--- src/rtl/dds_sweep_gen.sv ---
// Multi-waveform DDS core: phase accumulator, linear frequency sweep and a
// 3-stage waveform pipeline (sine from external sync ROM, square, triangle, sawtooth).
module dds_sweep_gen #(
    parameter int ACC_W = 32,
    parameter int PH_W  = 8,
    parameter int DA_W  = 8,
    parameter int DIV_W = 16
) (
    input  logic             DDS_CLK,
    input  logic             RST_N,
    input  logic             LOAD,
    input  logic [ACC_W-1:0] FREQW,
    input  logic [PH_W-1:0]  PHASEW,
    input  logic [1:0]       MODE,
    input  logic [PH_W-1:0]  DUTY,
    input  logic             SWEEP_EN,
    input  logic [ACC_W-1:0] FREQ_STOP,
    input  logic [ACC_W-1:0] SWEEP_STEP,
    input  logic [DIV_W-1:0] SWEEP_DIV,
    output logic [PH_W-1:0]  ROM_ADDR,
    input  logic [DA_W-1:0]  ROM_Q,
    output logic [DA_W-1:0]  DA_DB,
    output logic             DA_VALID,
    output logic             SYNC,
    output logic             PENDING,
    output logic             SWEEP_DONE,
    output logic [ACC_W-1:0] FREQ_CUR
);

    typedef enum logic [1:0] {IDLE, SWEEP, HOLD} sweep_state_t;

    sweep_state_t     state;

    logic [ACC_W-1:0] sh_freq;
    logic [PH_W-1:0]  sh_phase;
    logic [1:0]       sh_mode;
    logic [PH_W-1:0]  sh_duty;
    logic             sh_sweep_en;
    logic [ACC_W-1:0] sh_stop;
    logic [ACC_W-1:0] sh_step;
    logic [DIV_W-1:0] sh_div;

    logic [PH_W-1:0]  phase_act;
    logic [1:0]       mode_act;
    logic [PH_W-1:0]  duty_act;
    logic [ACC_W-1:0] stop_act;
    logic [ACC_W-1:0] step_act;
    logic [DIV_W-1:0] div_act;
    logic [DIV_W-1:0] div_cnt;

    logic [ACC_W-1:0] acc;
    logic [ACC_W:0]   acc_sum;
    logic [ACC_W:0]   sweep_sum;
    logic             carry;
    logic             apply;
    logic             start_hold;

    logic [1:0]       mode_s1;
    logic [PH_W-1:0]  duty_s1;
    logic [PH_W-1:0]  p_s2;
    logic [1:0]       mode_s2;
    logic [PH_W-1:0]  duty_s2;
    logic [2:0]       valid_sr;
    logic [PH_W-1:0]  tri_ph;
    logic [DA_W-1:0]  wave;

    function automatic logic [DA_W-1:0] left_align(input logic [PH_W-1:0] v);
        logic [PH_W+DA_W-1:0] wide;
        wide = {v, {DA_W{1'b0}}};
        return wide[PH_W+DA_W-1 -: DA_W];
    endfunction

    // The carry of the wrapping add is also the phase-continuous apply point.
    assign acc_sum    = {1'b0, acc} + {1'b0, FREQ_CUR};
    assign carry      = acc_sum[ACC_W];
    assign apply      = PENDING && (carry || (FREQ_CUR == '0));
    assign sweep_sum  = {1'b0, FREQ_CUR} + {1'b0, step_act};
    assign start_hold = sh_sweep_en && ((sh_stop <= sh_freq) || (sh_step == '0));
    assign DA_VALID   = valid_sr[2];

    always_ff @(posedge DDS_CLK or negedge RST_N) begin
        if (!RST_N) begin
            sh_freq     <= '0;
            sh_phase    <= '0;
            sh_mode     <= '0;
            sh_duty     <= '0;
            sh_sweep_en <= 1'b0;
            sh_stop     <= '0;
            sh_step     <= '0;
            sh_div      <= '0;
            PENDING     <= 1'b0;
        end else if (LOAD) begin
            sh_freq     <= FREQW;
            sh_phase    <= PHASEW;
            sh_mode     <= MODE;
            sh_duty     <= DUTY;
            sh_sweep_en <= SWEEP_EN;
            sh_stop     <= FREQ_STOP;
            sh_step     <= SWEEP_STEP;
            sh_div      <= SWEEP_DIV;
            PENDING     <= 1'b1;
        end else if (apply) begin
            PENDING     <= 1'b0;
        end
    end

    always_ff @(posedge DDS_CLK or negedge RST_N) begin
        if (!RST_N) begin
            acc  <= '0;
            SYNC <= 1'b0;
        end else begin
            acc  <= acc_sum[ACC_W-1:0];
            SYNC <= carry;
        end
    end

    // Apply has priority over a sweep step landing on the same edge.
    always_ff @(posedge DDS_CLK or negedge RST_N) begin
        if (!RST_N) begin
            state      <= IDLE;
            FREQ_CUR   <= '0;
            phase_act  <= '0;
            mode_act   <= '0;
            duty_act   <= '0;
            stop_act   <= '0;
            step_act   <= '0;
            div_act    <= '0;
            div_cnt    <= '0;
            SWEEP_DONE <= 1'b0;
        end else begin
            SWEEP_DONE <= 1'b0;
            if (apply) begin
                FREQ_CUR  <= sh_freq;
                phase_act <= sh_phase;
                mode_act  <= sh_mode;
                duty_act  <= sh_duty;
                stop_act  <= sh_stop;
                step_act  <= sh_step;
                div_act   <= sh_div;
                div_cnt   <= '0;
                if (!sh_sweep_en) begin
                    state <= IDLE;
                end else if (start_hold) begin
                    state      <= HOLD;
                    SWEEP_DONE <= 1'b1;
                end else begin
                    state <= SWEEP;
                end
            end else if (state == SWEEP) begin
                if (div_cnt == div_act) begin
                    div_cnt <= '0;
                    if (sweep_sum >= {1'b0, stop_act}) begin
                        FREQ_CUR   <= stop_act;
                        state      <= HOLD;
                        SWEEP_DONE <= 1'b1;
                    end else begin
                        FREQ_CUR <= sweep_sum[ACC_W-1:0];
                    end
                end else begin
                    div_cnt <= div_cnt + DIV_W'(1);
                end
            end
        end
    end

    always_comb begin
        tri_ph = {p_s2[PH_W-2:0], 1'b0};
        if (p_s2[PH_W-1]) begin
            tri_ph = ~tri_ph;
        end
        wave = '0;
        case (mode_s2)
            2'd0:    wave = ROM_Q;
            2'd1:    wave = (p_s2 < duty_s2) ? '1 : '0;
            2'd2:    wave = left_align(tri_ph);
            default: wave = left_align(p_s2);
        endcase
    end

    // Mode and duty ride alongside the phase so a sample never mixes configurations.
    always_ff @(posedge DDS_CLK or negedge RST_N) begin
        if (!RST_N) begin
            ROM_ADDR <= '0;
            mode_s1  <= '0;
            duty_s1  <= '0;
            p_s2     <= '0;
            mode_s2  <= '0;
            duty_s2  <= '0;
            DA_DB    <= '0;
            valid_sr <= '0;
        end else begin
            ROM_ADDR <= acc[ACC_W-1 -: PH_W] + phase_act;
            mode_s1  <= mode_act;
            duty_s1  <= duty_act;
            p_s2     <= ROM_ADDR;
            mode_s2  <= mode_s1;
            duty_s2  <= duty_s1;
            DA_DB    <= wave;
            valid_sr <= {valid_sr[1:0], 1'b1};
        end
    end

endmodule

--- config.mk ---
export PLATFORM = sky130hd
export DESIGN_NAME = dds_sweep_gen
export DESIGN_NICKNAME = d
export VERILOG_FILES = /design/src/rtl/dds_sweep_gen.sv
export SDC_FILE = /design/constraint.sdc
export NUM_CORES = 1
export LEC_CHECK = 0
export ABC_AREA = 1
export CAP_MARGIN = 20
export CORE_MARGIN = 5
export CORE_UTILIZATION = 54
export CTS_CLUSTER_SIZE = 20
export DETAILED_ROUTE_END_ITERATION = 12
export PLACE_DENSITY = 0.76
export SKIP_LAST_GASP = 1
export SLEW_MARGIN = 20
export SYNTH_ARGS = -nofsm -noshare
export SYNTH_HDL_FRONTEND = slang
export SYNTH_SLANG_ARGS = --single-unit
--- constraint.sdc ---
create_clock -name DDS_CLK -period 8.4 [get_ports DDS_CLK]
set_clock_uncertainty 0.15 [all_clocks]
set_input_delay 1.26 -clock DDS_CLK [delete_from_list [all_inputs] [get_ports DDS_CLK]]
set_output_delay 1.26 -clock DDS_CLK [all_outputs]
set_load 0.005 [all_outputs]
Yosys cells after proc, flatten, opt, wreduce, memory -nomap -nowiden

Cells that the tools add are included.

Bits in registers: 361
Bits in latches: 0
Memory bits (writable): 0
ROM bits: 0
Input bits: 142
Output and inout port bits: 52
Logic and storage cells: 78
Memories kept: 0

Add/subtract/negate cells: 4
Multipliers: 0
Div/mod/pow operators: 0
Order comparisons: 3
Eq/ne operators: 4
Shifts and indexed selects: 0
Mux-type cells: 24
Bitwise operators: 1
Reductions and logical operators: 13

Operator list:

| operator                                       | number |
|---|---|
| two-way mux 32 bit                             | 4 |
| adder 32 x 32 -> 33 bit                        | 2 |
| logical NOT 32 bit                             | 2 |
| two-way mux 16 bit                             | 3 |
| >= comparator 33 x 32 -> 1 bit                 | 1 |
| <= comparator 32 bit                           | 1 |
| case mux 8 bit (3 select lines)                | 1 |
| adder 16 x 1 -> 16 bit (second input constant) | 1 |
| == test 16 bit                                 | 1 |
| two-way mux 8 bit                              | 2 |
| two-way mux 2 bit                              | 6 |
| adder 8 bit                                    | 1 |
| less-than comparator 8 bit                     | 1 |
| two-way mux 1 bit                              | 8 |
| NOT 8 bit                                      | 1 |
| nonzero test 2 bit                             | 4 |
| == test 2 x 1 -> 1 bit (second input constant) | 2 |
| AND reduction 3 bit                            | 1 |
| == test 2 bit (second input constant)          | 1 |
| logical AND 1 bit                              | 2 |
| logical NOT 2 bit                              | 1 |
| logical OR 1 bit                               | 2 |
| AND reduction 2 bit                            | 1 |

Depth between registers and ports, before layout

Gate-level depths: netlist (run 1).

Depth after elaboration: 6
Gate-level depth with buffers: 29
Depth with buffers taken out: 28

Least setup slack after synthesis (run 1)

No wires, ideal clock.

Path type: reg2reg
Start: reg FREQ_CUR[0]
End: reg FREQ_CUR[4]
Library setup time: 65 ps
Arrival time: 3482 ps
Data required time: 8185 ps
Path slack: 4703 ps
Stages on the path, launching flop included: 24
Buffers on the path: 1
Clock period less this slack: 3697 ps
Cells stage by stage: dfrtp_1 -> ha_1 -> fa_1 -> nand3_1 -> nand2_1 -> nand3_1 -> nand2_1 -> nand3_1 -> nand2_1 -> nand2_1 -> nand2_1 -> xor2_1 -> ha_1 -> nand2_1 -> nor2_1 -> nand2_1 -> o41ai_1 -> nor2_4 -> nand2_2 -> buf_6 -> nand2_1 -> nand3_1 -> nand3_1 -> nand2_1

Word-level cells in the longest chain between the ends: 6
Elaborated cells on any way between the ends: 13
Those cells by class: 2 x add/sub; 1 x order compare; 4 x mux; 6 x reduce/logical

RTL lines:

| element                        | RTL line | text |
|---|---|---|
| start: declaration             | 27       | `output logic [ACC_W-1:0] FREQ_CUR` |
| start signal: assignment       | 133      | `FREQ_CUR <= sh_freq;` |
| start signal: assignment       | 153      | `FREQ_CUR <= stop_act;` |
| start signal: assignment       | 157      | `FREQ_CUR <= sweep_sum[ACC_W-1:0];` |
| adder 32 x 32 -> 33 bit        | 77       | `assign sweep_sum = {1'b0, FREQ_CUR} + {1'b0, step_act};` |
| >= comparator 33 x 32 -> 1 bit | 152      | `if (sweep_sum >= {1'b0, stop_act}) begin` |
| two-way mux 32 bit             | 152      |  |
| two-way mux 32 bit             | 150      | `if (div_cnt == div_act) begin` |
| two-way mux 32 bit             | 149      | `end else if (state == SWEEP) begin` |
| two-way mux 32 bit             | 132      | `if (apply) begin` |

Several ways; a longest one is shown, not always the timed one. The select of a mux whose other input is x is not followed.
A chain may end at the register's enable or synchronous reset.

Final worst setup path (run 1)

Start: reg FREQ_CUR[9]
End: reg FREQ_CUR[0]

The elaborated chain is that of the path after synthesis.

==> metrics.md, run 1 <==
| Metric | Value |
|---|---|
| Status | complete, no violations |
| Setup Fix Bufs, Post-CTS | 0 |
| Top post-synthesis cells by area | dfrtp_1 46%, nand2_1 12%, ha_1 9.2%, o21ai_0 6.0%, inv_1 5.5% |
| GRT overflow | 0 |
| Simple-Gate Fraction of Synth Area | 0.201 |
| Dominant synthesized flop cell | dfrtp_1 |
| WL final | just over 50 mm |
| RSZ-0062 raised after global routing | false |
| Synth Area in XOR/XNOR | 0.0378 |
| Worst Path Arrival | approximately 5300 ps |
| Total power | 9.98 mW |
| H-tree Lvls | 2 |
| Routed Antenna Nets | 0 |
| Post_cts resized | 0 |
| Worst R2R Path Depth | 18 |
| Setup TNS | 0 ps |
| Crit-path max FO | 33 |
| Synth Instances | 2349 |
| Share of cells above drive strength 1 | 0.0401 |
| Global-route wire length before repair | 82.2 mm |
| Largest net degree at the start of global routing | between 150 and 200 |
| Hold Fails Final Rpt | 0 |
| Post-synthesis adder-cell area fraction | 0.0950 |
| Initial antenna violation count | 0 |
| Routed vias | around 16k |
| Slew @ Worst Pin | between 1000 and 1500 ps |
| Cell variety after synth | 48 |
| Slowest stage cell, crit path | o21ai_0 |
| Crit-path cells | ha_1, nand2_1, nor2_1, nand3_1, o21ai_0, xor2_1, ha_1, nand2_1, nor2_1, nand4_1, o41ai_1, nor2_4, buf_4, nand2_2, nand2_1, nand3_1, nand3_1, nand2_1 |
| Die Y | about 200 um |
| First-iteration detailed-routing DRC count | between 900 and 1k |
| # port buffers | between 150 and 200 |
| Main combinational cell family by area after synthesis | simple AND/OR/NAND/NOR gates |
| Final setup violation count | 0 |
| Clock Pin Slew Worst Setup and Hold Paths | roughly 60 ps |
| Total Routing Usage GR | 0.256 |
| Max-Cap Viols | 0 |
| Hold path cells | 0 |
| CTS Buf Count | 40 |
| CP Capture Type | register |
| Synth-to-Final Area Change | 18.5% |
| Drt wl/cell | 17.0 um |
| Syn_nets | approximately 2.6k |
| Hold Buf Count CTS | 0 |
| Synth warnings | 0 |
| Setup CP Type | register to register |
| Max Clock Freq | approximately 0.20 GHz |
| Hold Path Class | register to register |
| Routability Congestion | 0.899 |
| Clock sink count | ~360 |
| Core area | ~36000 um^2 |
| Slew headroom | 0.274 |
| Rows | 69 |
| Compound-gate portion of the synthesized area | 0.125 |
| Vias in the first global route | approximately 16k |
| Top-area cell type share of the netlist area | 0.464 |
| Max-slew violations | 0 |
| Flops & latches, synth | around 360 |
| Fin crit period | slightly below 5000 ps |
| Mapped Area | between 15000 and 20000 um^2 |
| Dpl hpwl | 38.0 mm |
| WP data required | 8740 ps |
| Cell taking the most area after synthesis | dfrtp_1 |
| Antenna Diode Count | 0 |
| Drt drc | 0 |
| Starting Density | 0.547 |
| Vias per cell | around 5.4 |
| IO Count | a little under 200 |
| CP peak stage delay | a little under 600 ps |
| Synth async-reset ratio | 1.00 |
| Root Buffer | clkbuf_16 |
| Final-stage net count | ~2.8k |
| Maximum clock path buffer count | 3 |
| Post-synthesis area per instance | roughly 8.3 um^2 |
| Worst-Skew Late Latency | 560 ps |
| CTS tree | yes |
| Die W | ~200 um |
| Lkg Pwr | 11.4 nW |
| Multiplexer share of the synthesized area | 0 |
| Worst VDD drop | 0.000324 V |
| EDFF count, synth | 0 |
| Die footprint | between 30000 and 40000 um^2 |
| Iteration count of the initial detailed-routing pass | 5 |
| CP dominant cell by count | nand2_1 |
| PwrDens | approximately 430 nW/um^2 |
| CP Launch Type | register |
| Tcrit/Tclk final | 0.590 |
| Sequential share of the synthesized area | 0.464 |
-- synthesized netlist by cell type, types with 25 or more instances --
cell type and number:
xor2_1 62, nand3_1 143, dfrtp_1 361, nand2_1 623, nand4_1 30, ha_1 143
inv_1 287, nor2_1 85, o21ai_1 53, o21ai_0 233, a21oi_1 106, clkbuf_1 37
buf_2 25
-- metrics by stage --
| step | setup slack, ps | std cells | utilization | cell area [um^2] | hold WS, ps |
|---|---|---|---|---|---|
| 2_1_floorplan | 4700 | 2349 | - | 19500 | 181 |
| 3_3_place_gp | 3640 | 2934 | 0.609 | 21700 | 182 |
| 3_5_place_dp | 3560 | 2934 | 0.609 | 21700 | 186 |
| 4_1_cts | 3520 | 3006 | 0.648 | 23100 | 200 |
| 5_1_grt | 3140 | 3006 | 0.649 | 23100 | 209 |
| 6_report | 3440 | 3006 | 0.649 | 23100 | 199 |
-- flip-flops by register name, indices dropped and copies added (netlist names), 16 cells and up --
name and count:
sh_stop 32, acc 32, div_cnt 16, sh_step 32
stop_act 32, sh_freq 32, sh_div 16, div_act 16
step_act 32, FREQ_CUR 32
-- area by class of cell --
cell class                 count  area (um^2)
tap                          461          577
inverter                     289         1080
clock buffer                  57         1230
fill                        3059        12500
clock inverter                15          186
timing repair buffer         200         2000
multi-input combinational   1623         8960
sequential                   361         9030
-- report_power, final --
group          internal, mW  switching (mW)  total (mW)
sequential             2.32           0.481        2.80
combinational          1.97            3.35        5.32
clock                  1.14           0.719        1.86
total                  5.43            4.55        9.98
-- metal layers --
| metal | vias to the layer above | routed length (um) | GRT usage |
|---|---|---|---|
| li1 | 8025 | - | - |
| met2 | 413 | 23400 | 0.410 |
| met4 | 0 | 960 | 0.0644 |
| met1 | 7744 | 24000 | 0.374 |
| met3 | 66 | 2660 | 0.0334 |
| met5 | - | 0 | 0 |
-- path summary, 6_finish.rpt --
check                                   startpoint                       to  slack, ps
setup / recovery           FREQ_CUR[9]$_DFFE_PN0P_  FREQ_CUR[0]$_DFFE_PN0P_       3440
hold / removal                duty_s1[6]$_DFF_PN0_     duty_s2[6]$_DFF_PN0_        200
setup reg to reg           FREQ_CUR[9]$_DFFE_PN0P_  FREQ_CUR[0]$_DFFE_PN0P_       3440
hold reg to reg               duty_s1[6]$_DFF_PN0_     duty_s2[6]$_DFF_PN0_        200
max in group asynchronous                    RST_N        acc[31]$_DFF_PN0_       5910
min in group asynchronous                    RST_N   sh_freq[2]$_DFFE_PN0P_        640
-- cells by family (layout without fill, tap and decap cells) --
kind of cell,count (synthesis),in the layout
other,1,1
DFF,361,361
and+or+nand+nor,936,936
buffers and inverters,365,561
adders and majority gates,146,146
AOI/OAI and AO/OA,456,456
xor gates and xnor gates,84,84
-- worst max-delay path, delay by kind of cell (launching register included) --
kind	cells	cell delay, ps
flip-flops	1	480
buffers and inverters	1	250
adder cells (fa/ha/maj)	2	750
AND/OR/NAND/NOR	12	1970
XOR/XNOR	1	260
AO/OA/AOI/OAI	2	1030
-- layout by cell type, fill, tap and decap left out, types with 41 or more instances in the layout --
cell             instances
o21ai_1                 53
clkbuf_16               41
o21ai_0                233
dfrtp_1                361
a21oi_1                106
nand3_1                143
xor2_1                  62
inv_1                  287
clkdlybuf4s50_1        191
nand2_1                622
ha_1                   143
nor2_1                  85
Power figures use the tool's default switching activity.
==> run 2, diff against run 1 <==
--- a/config.mk
+++ b/config.mk
@@ -8,10 +8,10 @@
 export ABC_AREA = 1
 export CAP_MARGIN = 20
 export CORE_MARGIN = 5
-export CORE_UTILIZATION = 54
+export CORE_UTILIZATION = 52
 export CTS_CLUSTER_SIZE = 20
 export DETAILED_ROUTE_END_ITERATION = 12
-export PLACE_DENSITY = 0.76
+export PLACE_DENSITY = 0.77
 export SKIP_LAST_GASP = 1
 export SLEW_MARGIN = 20
 export SYNTH_ARGS = -nofsm -noshare
==> constraint.sdc (replaced) <==
create_clock -name DDS_CLK -period 4.15 [get_ports DDS_CLK]
set_clock_uncertainty 0.15 [all_clocks]
set_input_delay 0.6225 -clock DDS_CLK [delete_from_list [all_inputs] [get_ports DDS_CLK]]
set_output_delay 0.6225 -clock DDS_CLK [all_outputs]
set_load 0.005 [all_outputs]
==> metrics.md, run 2 (synthesis gave the netlist of run 1 again) <==
| Metric | Value |
|---|---|
| Status | complete, no violations |
| Share of cells above drive strength 1 | 0.0632 |
| Drt wl/cell | ~17 um |
| H-tree Lvls | 2 |
| Slew @ Worst Pin | a little under 1000 ps |
| Setup WS pre-CTS | between 5 and 6 ps |
| Worst-Skew Late Latency | approximately 540 ps |
| # port buffers | about 190 |
| CP Capture Type | register |
| Final-stage net count | between 2k and 3k |
| Global-route wire length before repair | ~85 mm |
| Die Y | just over 200 um |
| Vias per cell | 5.42 |
| Routed Antenna Nets | 0 |
| CTS Buf Count | 40 |
| WP data required | ~4400 ps |
| GRT overflow | 0 |
| Setup ws final | 237 ps |
| Final Util | 0.641 |
| Max-Cap Viols | 0 |
| Clock sink count | ~360 |
| Worst Path Arrival | between 4000 and 5000 ps |
| WL final | between 50 and 60 mm |
| Die footprint | approximately 41000 um^2 |
| Clock power frac | 0.166 |
| PwrDens | between 800 and 900 nW/um^2 |
| Filler cells | between 3k and 4k |
| Cell count after placement | about 3.0k |
| Most frequent cells in the layout | 617 x nand2_1, 361 x dfrtp_1, 287 x inv_1 |
| Routability Congestion | 0.988 |
| Maximum clock path buffer count | 3 |
| Total Routing Usage GR | 0.251 |
| Root Buffer | clkbuf_16 |
| Iteration count of the initial detailed-routing pass | 8 |
| Rows | 70 |
| Final Non-Filler Cells | 3063 |
| Die W | a little over 200 um |
| Setup TNS | 0 ps |
| IO Count | 194 |
| Met3 routed WL | between 2 and 3 mm |
| WHS | roughly 26 ps |
| Starting Density | 0.529 |
| Final Cell Area | 23600 um^2 |
| Sequential share of power | 0.260 |
| Total power | around 21 mW |
| Switching Fraction | 0.453 |
| CTS tree | yes |
| Lkg Pwr | 11.7 nW |
| Most common cell after layout, fill and taps aside | nand2_1 |
| Initial antenna violation count | 0 |
| Routed vias | 16.6k |
| Worst VDD drop | around 0.00056 V |
| Tcrit/Tclk final | 0.943 |
| Internal | about 12 mW |
| Synth-to-Final Area Change | 21.2% |
| Largest net degree at the start of global routing | approximately 130 |
| Crit-path max FO | 32 |
| Core area | between 30000 and 40000 um^2 |
| Setup CP Type | register to register |
| Met1 WL | between 20 and 25 mm |
| Max-slew violations | 0 |
| Logic pwr share | 0.574 |
| Final setup violation count | 0 |
| Sw power | between 9 and 10 mW |
| Flop2flop setup slack | between 200 and 250 ps |
| DR WL met2 | 23.9 mm |
| Hold Path Class | primary input to asynchronous set/reset pin |
| Antenna Diode Count | 0 |
| Hold Buf Count CTS | 0 |
| CP Launch Type | register |
| Vias in the first global route | around 16k |
| Drt drc | 0 |
| Dpl hpwl | around 40 mm |
| Cell Area, Placed | roughly 22000 um^2 |
| DR top layer | met4 |
| First-iteration detailed-routing DRC count | 1321 |
| Clock Pin Slew Worst Setup and Hold Paths | 60 ps |
| Max Clock Freq | 0.256 GHz |
| Hold Fails Final Rpt | 0 |
| Slew headroom | 0.350 |
| Fin crit period | about 3900 ps |
-- run 2: critical path, stage by stage (launching register included) --
cell	delay [ps]
dfrtp_1	420
buf_4	190
ha_1	280
nand3_1	70
nand2_1	110
nand3_1	90
nand2_1	130
a21oi_1	350
nand3b_1	220
nand2_1	70
nand2_1	70
nand2_1	100
ha_1	330
nand4_1	100
o41ai_1	370
buf_4	180
nor2_4	50
buf_12	180
nand3_1	110
nand3_1	80
nand3_1	100
nand2_1	50
-- run 2: path summary, 6_finish.rpt --
check                                         from                       end  cells after the start
min reg2reg                   mode_s1[1]$_DFF_PN0_      mode_s2[1]$_DFF_PN0_                      0
min                                          RST_N    sh_freq[4]$_DFFE_PN0P_                      1
max reg2reg                FREQ_CUR[1]$_DFFE_PN0P_  FREQ_CUR[31]$_DFFE_PN0P_                     21
max                        FREQ_CUR[1]$_DFFE_PN0P_  FREQ_CUR[31]$_DFFE_PN0P_                     21
max in group asynchronous                    RST_N          acc[8]$_DFF_PN0_                      2
min in group DDS_CLK          mode_s1[1]$_DFF_PN0_      mode_s2[1]$_DFF_PN0_                      0
-- run 2: cell type report --
type                    count  area (um^2)  area share
clock inverters            17          156     0.00663
clock buffers              56         1150      0.0489
well taps                 468          586      0.0248
multi-input cells        1623         9050       0.384
repair buffers            249         2530       0.107
inverters                 289         1080      0.0460
flip-flops and latches    361         9030       0.383
-- run 2: repair_timing --
action,CTS,global route
buffers inserted,0,1
setup endpoints to repair,17,35
pin swaps,0,6
gates resized for setup,1,27
gates cloned,0,2
-- run 2: layer usage --
layer	up-vias	global-route usage
li1	8124	-
met1	7930	0.372
met2	471	0.395
met3	74	0.0351
met4	0	0.0609
met5	-	0
-- run 2: power by group through the flow --
stage                     clock network [mW]  registers, mW  logic [mW]
after detailed placement                   0           5.50        11.4
after global routing                    3.73           5.59        13.6
after CTS                               3.57           5.46        11.5
final                                   3.51           5.48        12.1
after floorplan                            0           5.32        8.05
after global placement                     0           5.48        11.1
